File: config.mk
export PLATFORM = sky130hd
export DESIGN_NAME = id_stage_pipe
export DESIGN_NICKNAME = d
export VERILOG_FILES = /design/src/rtl/id_stage_pipe.sv
export SDC_FILE = /design/constraint.sdc
export NUM_CORES = 2
export LEC_CHECK = 0
export BUFFER_PORTS_ARGS = -buffer_cell sky130_fd_sc_hd__buf_2
export CORE_ASPECT_RATIO = 0.8
export CORE_UTILIZATION = 39
export DETAILED_ROUTE_END_ITERATION = 10
export HOLD_SLACK_MARGIN = 0.1
export PLACE_DENSITY_LB_ADDON = 0.2
export SLEW_MARGIN = 30
export SYNTH_ARGS = -nofsm -noshare
export SYNTH_HDL_FRONTEND = slang
export SYNTH_SLANG_ARGS = --single-unit
export TNS_END_PERCENT = 1
File: constraint.sdc
create_clock -name clk -period 3.6 [get_ports clk]
set_input_delay 0.18 -clock clk [delete_from_list [all_inputs] [get_ports clk]]
set_output_delay 0.18 -clock clk [all_outputs]
set_load 0.02 [all_outputs]
File: src/rtl/id_stage_pipe.sv
// rtl/id_stage_pipe.sv - decode stage: register file, immediate decode, load-use stall, registered ID/EX
// Optional feature macro: PERF_CNT_EN (load-use stall cycle counter on stall_cycles).
module id_stage_pipe #(
    parameter int XLEN       = 32,
    parameter int REG_ADDR_W = 5
) (
    input  logic                  clk,
    input  logic                  rst_n,
    input  logic                  if_valid,
    input  logic [31:0]           if_instr,
    output logic                  id_ready,
    input  logic                  flush,
    input  logic                  wb_reg_write,
    input  logic [REG_ADDR_W-1:0] wb_rd,
    input  logic [XLEN-1:0]       wb_wd,
    input  logic                  ex_ready,
    output logic                  ex_valid,
    output logic [5:0]            ex_opcode,
    output logic [REG_ADDR_W-1:0] ex_rs,
    output logic [REG_ADDR_W-1:0] ex_rt,
    output logic [REG_ADDR_W-1:0] ex_rd,
    output logic [4:0]            ex_shamt,
    output logic [XLEN-1:0]       ex_rs_val,
    output logic [XLEN-1:0]       ex_rt_val,
    output logic [XLEN-1:0]       ex_imm,
    output logic [31:0]           stall_cycles
);

    localparam int NREGS = 2 ** REG_ADDR_W;
    localparam logic [5:0] OP_ANDI = 6'h0C;
    localparam logic [5:0] OP_ORI  = 6'h0D;
    localparam logic [5:0] OP_XORI = 6'h0E;
    localparam logic [5:0] OP_LUI  = 6'h0F;
    localparam logic [5:0] OP_LW   = 6'h23;

    logic [XLEN-1:0]       regs [NREGS];
    logic [5:0]            opcode;
    logic [REG_ADDR_W-1:0] rs, rt, rd;
    logic [4:0]            shamt;
    logic [XLEN-1:0]       rs_val, rt_val, imm;
    logic                  hazard;
    logic                  hold;
    logic                  load;

    assign opcode = if_instr[31:26];
    assign rs     = if_instr[21 +: REG_ADDR_W];
    assign rt     = if_instr[16 +: REG_ADDR_W];
    assign rd     = if_instr[11 +: REG_ADDR_W];
    assign shamt  = if_instr[10:6];

    // Write-through: a same-cycle WB write is visible to the instruction being decoded.
    always_comb begin
        rs_val = regs[rs];
        if (rs == '0)
            rs_val = '0;
        else if (wb_reg_write && wb_rd == rs)
            rs_val = wb_wd;
    end

    always_comb begin
        rt_val = regs[rt];
        if (rt == '0)
            rt_val = '0;
        else if (wb_reg_write && wb_rd == rt)
            rt_val = wb_wd;
    end

    always_comb begin
        imm = {XLEN{if_instr[15]}};
        case (opcode)
            OP_ANDI, OP_ORI, OP_XORI: begin
                imm       = '0;
                imm[15:0] = if_instr[15:0];
            end
            OP_LUI: begin
                imm       = {XLEN{if_instr[15]}};
                imm[31:0] = {if_instr[15:0], 16'h0000};
            end
            default: imm[15:0] = if_instr[15:0];
        endcase
    end

    // rt is compared even for opcodes that do not read it; a spare stall is harmless.
    assign hazard = if_valid && ex_valid && (ex_opcode == OP_LW) && (ex_rt != '0) &&
                    ((ex_rt == rs) || (ex_rt == rt));

    assign hold     = ex_valid && !ex_ready;
    assign id_ready = !flush && !hazard && (!ex_valid || ex_ready);
    assign load     = if_valid && id_ready;

    always_ff @(posedge clk or negedge rst_n) begin
        if (!rst_n) begin
            for (int i = 0; i < NREGS; i++)
                regs[i] <= '0;
        end else if (wb_reg_write && wb_rd != '0) begin
            regs[wb_rd] <= wb_wd;
        end
    end

    always_ff @(posedge clk or negedge rst_n) begin
        if (!rst_n) begin
            ex_valid  <= 1'b0;
            ex_opcode <= '0;
            ex_rs     <= '0;
            ex_rt     <= '0;
            ex_rd     <= '0;
            ex_shamt  <= '0;
            ex_rs_val <= '0;
            ex_rt_val <= '0;
            ex_imm    <= '0;
        end else if (flush) begin
            ex_valid <= 1'b0;
        end else if (!hold) begin
            ex_valid <= if_valid && !hazard;
            if (load) begin
                ex_opcode <= opcode;
                ex_rs     <= rs;
                ex_rt     <= rt;
                ex_rd     <= rd;
                ex_shamt  <= shamt;
                ex_rs_val <= rs_val;
                ex_rt_val <= rt_val;
                ex_imm    <= imm;
            end
        end
    end

`ifdef PERF_CNT_EN
    logic [31:0] stall_q;

    always_ff @(posedge clk or negedge rst_n) begin
        if (!rst_n)
            stall_q <= '0;
        else if (if_valid && hazard && !flush && stall_q != 32'hFFFF_FFFF)
            stall_q <= stall_q + 32'd1;
    end

    assign stall_cycles = stall_q;
`else
    assign stall_cycles = 32'd0;
`endif

endmodule
==> results.json <==
{
  "status": "complete, no violations",
  "worst-slew-pin-transition_ns": 0.949,
  "fin_tns_setup_ns": 0,
  "synth_ff_type": "dfrtp_1",
  "hold_path_class": "in2async",
  "cpPeakStageDelay_ns": 0.62,
  "critPathMaxFanout": 32,
  "route.detailed.wl_per_inst_um": 30.8,
  "num_vias": 37300,
  "power.density_nw_per_um2": 574,
  "fp-row-count": 126,
  "endpoint_kind": "register",
  "fin_nets": 4170,
  "io_buffer_count": 198,
  "crit_arrival_ns": 3.93,
  "cp_top_family": "simple AND/OR/NAND/NOR gates",
  "htreeDepth": 3,
  "gp_congestion": 0.785,
  "path_buf_inv": 2,
  "fin_skew_ns": 0.0332,
  "antenna_found_initial": 14,
  "die_area_um2": 152000,
  "power_frac_seq_pct": 45.0,
  "io_pins": 231,
  "final_max_slew_viol_count": 0,
  "worstSetupPathType": "reg2reg",
  "clockRootBuffer": "clkbuf_16",
  "routed_wl_um": 190000,
  "clk_pin_slew_ns": 0.06,
  "synth_cells": 4010,
  "cts_buffer_depth": 3,
  "synth.ff_latch_count": 1147,
  "switching_share_pct": 28.3,
  "grt_use_met1_pct": 37.2,
  "drt_pass1_iterations": 8,
  "max_freq_mhz": 303,
  "numCtsBuffers": 118,
  "p_leak_nw": 28.9,
  "post_cts_buffers": 0,
  "cts_tree": "built",
  "rsz0062_at_grt": "no",
  "power.internal_mw": 27.7,
  "layout_commonest_cell": "dfrtp_1",
  "cap_violations": 0,
  "crit_path_top_delay_cell": "nor3_1",
  "ant_nets": 0,
  "clock-sinks": 1147,
  "dieWidth_um": 436,
  "die_h_um": 349,
  "finalCritPeriodShare_pct": 91.6,
  "grt_max_degree": 152,
  "final_cell_mix": "dfrtp_1 (1147), mux2_2 (783), mux4_2 (625), nand2_1 (359), o21ai_0 (304)",
  "p_comb_share_pct": 20.4,
  "grtUsageTotal_pct": 25.2,
  "ir_worst_vdd_mv": 0.482,
  "hold_ws_ns": 0.152,
  "worstPathRequired_ns": 4.23,
  "dp_hpwl_um": 112000,
  "synth_edf_count": 0,
  "timing.final.crit_period_ns": 3.30,
  "grt-ovfl-total": 0,
  "place_ws_ns": 0.574,
  "syn-cell-area_um2": 58700,
  "syn_avg_cell_area_um2": 14.6,
  "async_flop_share_pct": 100,
  "busiest_layer": "met2",
  "synth_seq_area_share_pct": 48.9,
  "drive_gt1_share_pct": 47.2,
  "drc_errors": 0,
  "synth_warnings": 0,
  "hold_viol": 0,
  "synth.distinct_cells": 45,
  "power_switching_mw": 10.9,
  "timing.final.ws_setup_ns": 0.302,
  "grtUsageMet3_pct": 4.09,
  "start_kind": "register",
  "setup_viol": 0,
  "area_growth_pct": 14.4,
  "drt-initial-drc-count": 3015,
  "clkLatencyLatePin_ns": 0.77,
  "vias_per_cell": 6.03,
  "met2_usage_pct": 38.8,
  "core_um2": 149000,
  "clockPowerShare_pct": 34.6,
  "crit_chain": "nor2_1, nand3_1, nor3_1, a21oi_4, nand2b_2, buf_4, o211ai_1, dlygate4sd3_1",
  "grt_pass1_wl_um": 280000,
  "initial_utilization_pct": 39.6,
  "max_slew_margin_pct": 36.8,
  "grt_pass1_vias": 37400
}
[power by group through the flow]
stage / logic, mW / clock network (mW) / registers (mW)
floorplan: 5.52 / 0 / 17.1
global placement: 7.69 / 0 / 17.5
detailed placement: 7.85 / 0 / 17.5
CTS: 7.93 / 13.6 / 17.3
global route: 8.49 / 14.1 / 17.7
finish: 7.86 / 13.4 / 17.4
[metal layers]
metal,up-vias,share of wire [%]
li1,15300,-
met1,20400,45
met2,1262,46
met3,272,5.8
met4,2,2.8
met5,-,0.0042
[through the flow]
stage / utilization [%] / std cells / instance area [um^2] / power [mW]
2_1_floorplan: - / 4041 / 58900 / 22.6
3_3_place_gp: 41.9 / 5889 / 62200 / 25.2
3_5_place_dp: 41.9 / 5889 / 62300 / 25.4
4_1_cts: 45.3 / 6183 / 67200 / 38.8
5_1_grt: 45.3 / 6183 / 67200 / 40.3
6_report: 45.3 / 6184 / 67200 / 38.6
[tightest hold or removal path: cells and delay by family]
family   cells  cell delay [ns]
buf+inv      3             1.07
[repair_timing]
action | in CTS | in global routing
hold buffers | 70 | 0
gates resized for setup | 0 | 0
setup endpoints to repair | 0 | 0
endpoints found under the hold margin | 1654 | 0
[cell usage after synthesis (all sizes together) (3+ instances only)]
| cell type | n | area share (%) |
|---|---|---|
| mux4 | 625 | 24 |
| o21ai | 305 | 2.6 |
| inv | 20 | 0.13 |
| clkbuf | 334 | 2.1 |
| buf | 129 | 1.2 |
| mux2 | 783 | 15 |
| nand2 | 374 | 2.4 |
| and2 | 32 | 0.34 |
| mux2i | 50 | 0.85 |
| xnor2 | 12 | 0.18 |
| xor2 | 8 | 0.12 |
| nand3 | 22 | 0.19 |
| nand3b | 4 | 0.051 |
| and3 | 5 | 0.053 |
| o211ai | 14 | 0.18 |
| a221o | 31 | 0.53 |
| nor2 | 25 | 0.16 |
| a21oi | 17 | 0.14 |
| nor3 | 8 | 0.068 |
| o221ai | 18 | 0.27 |
| nor4 | 6 | 0.064 |
| nor2b | 5 | 0.053 |
| nand2b | 4 | 0.043 |
| dfrtp | 1147 | 49 |
| or2 | 3 | 0.032 |
| a22oi | 4 | 0.051 |
| nor3b | 7 | 0.089 |
[flip-flops by register name, summed over array words and instances, names as in the netlist]
register	cells
ex_rs	5
ex_opcode	6
ex_rt	5
ex_rs_val	32
ex_imm	32
regs	1024
ex_valid	1
ex_rt_val	32
ex_shamt	5
ex_rd	5
[layout make-up]
| class | count | area [um^2] |
|---|---|---|
| fillers | 13200 | 81300 |
| clock inverters | 47 | 627 |
| inverters | 20 | 75.1 |
| repair buffers | 397 | 3300 |
| flip-flops and latches | 1147 | 28700 |
| clock buffers | 177 | 3600 |
| well taps | 1984 | 2480 |
| diodes | 1 | 2.50 |
| multi-input cells | 2411 | 28400 |
[worst paths after layout]
| check | from | end | slack, ns | cells past startpoint |
|---|---|---|---|---|
| worst max-delay path | ex_opcode[3] | ex_rs_val[30] | 0.30 | 8 |
| worst min-delay path | rst_n | regs[472] | 0.15 | 3 |
| worst max register to register | ex_opcode[3] | ex_rs_val[30] | 0.30 | 8 |
| worst min register to register | regs[1013] | regs[1013] | 0.39 | 0 |
| max in group asynchronous | rst_n | regs[113] | 2.53 | 4 |
| min in group clk | if_instr[31] | ex_opcode[5] | 0.21 | 3 |
[logic make-up (layout without fill, tap and decap cells)]
logic type | Yosys count | after routing | share of synthesized area [%]
XOR/XNOR | 20 | 20 | 0.298
flip-flops | 1147 | 1147 | 48.9
multiplexers | 1458 | 1458 | 39.8
other | 1 | 33 | 0.00638
AO/OA/AOI/OAI | 402 | 402 | 3.95
buffers and inverters | 483 | 641 | 3.47
AND/OR/NAND/NOR | 499 | 499 | 3.59
No activity file was read; power rests on OpenSTA's default activity.
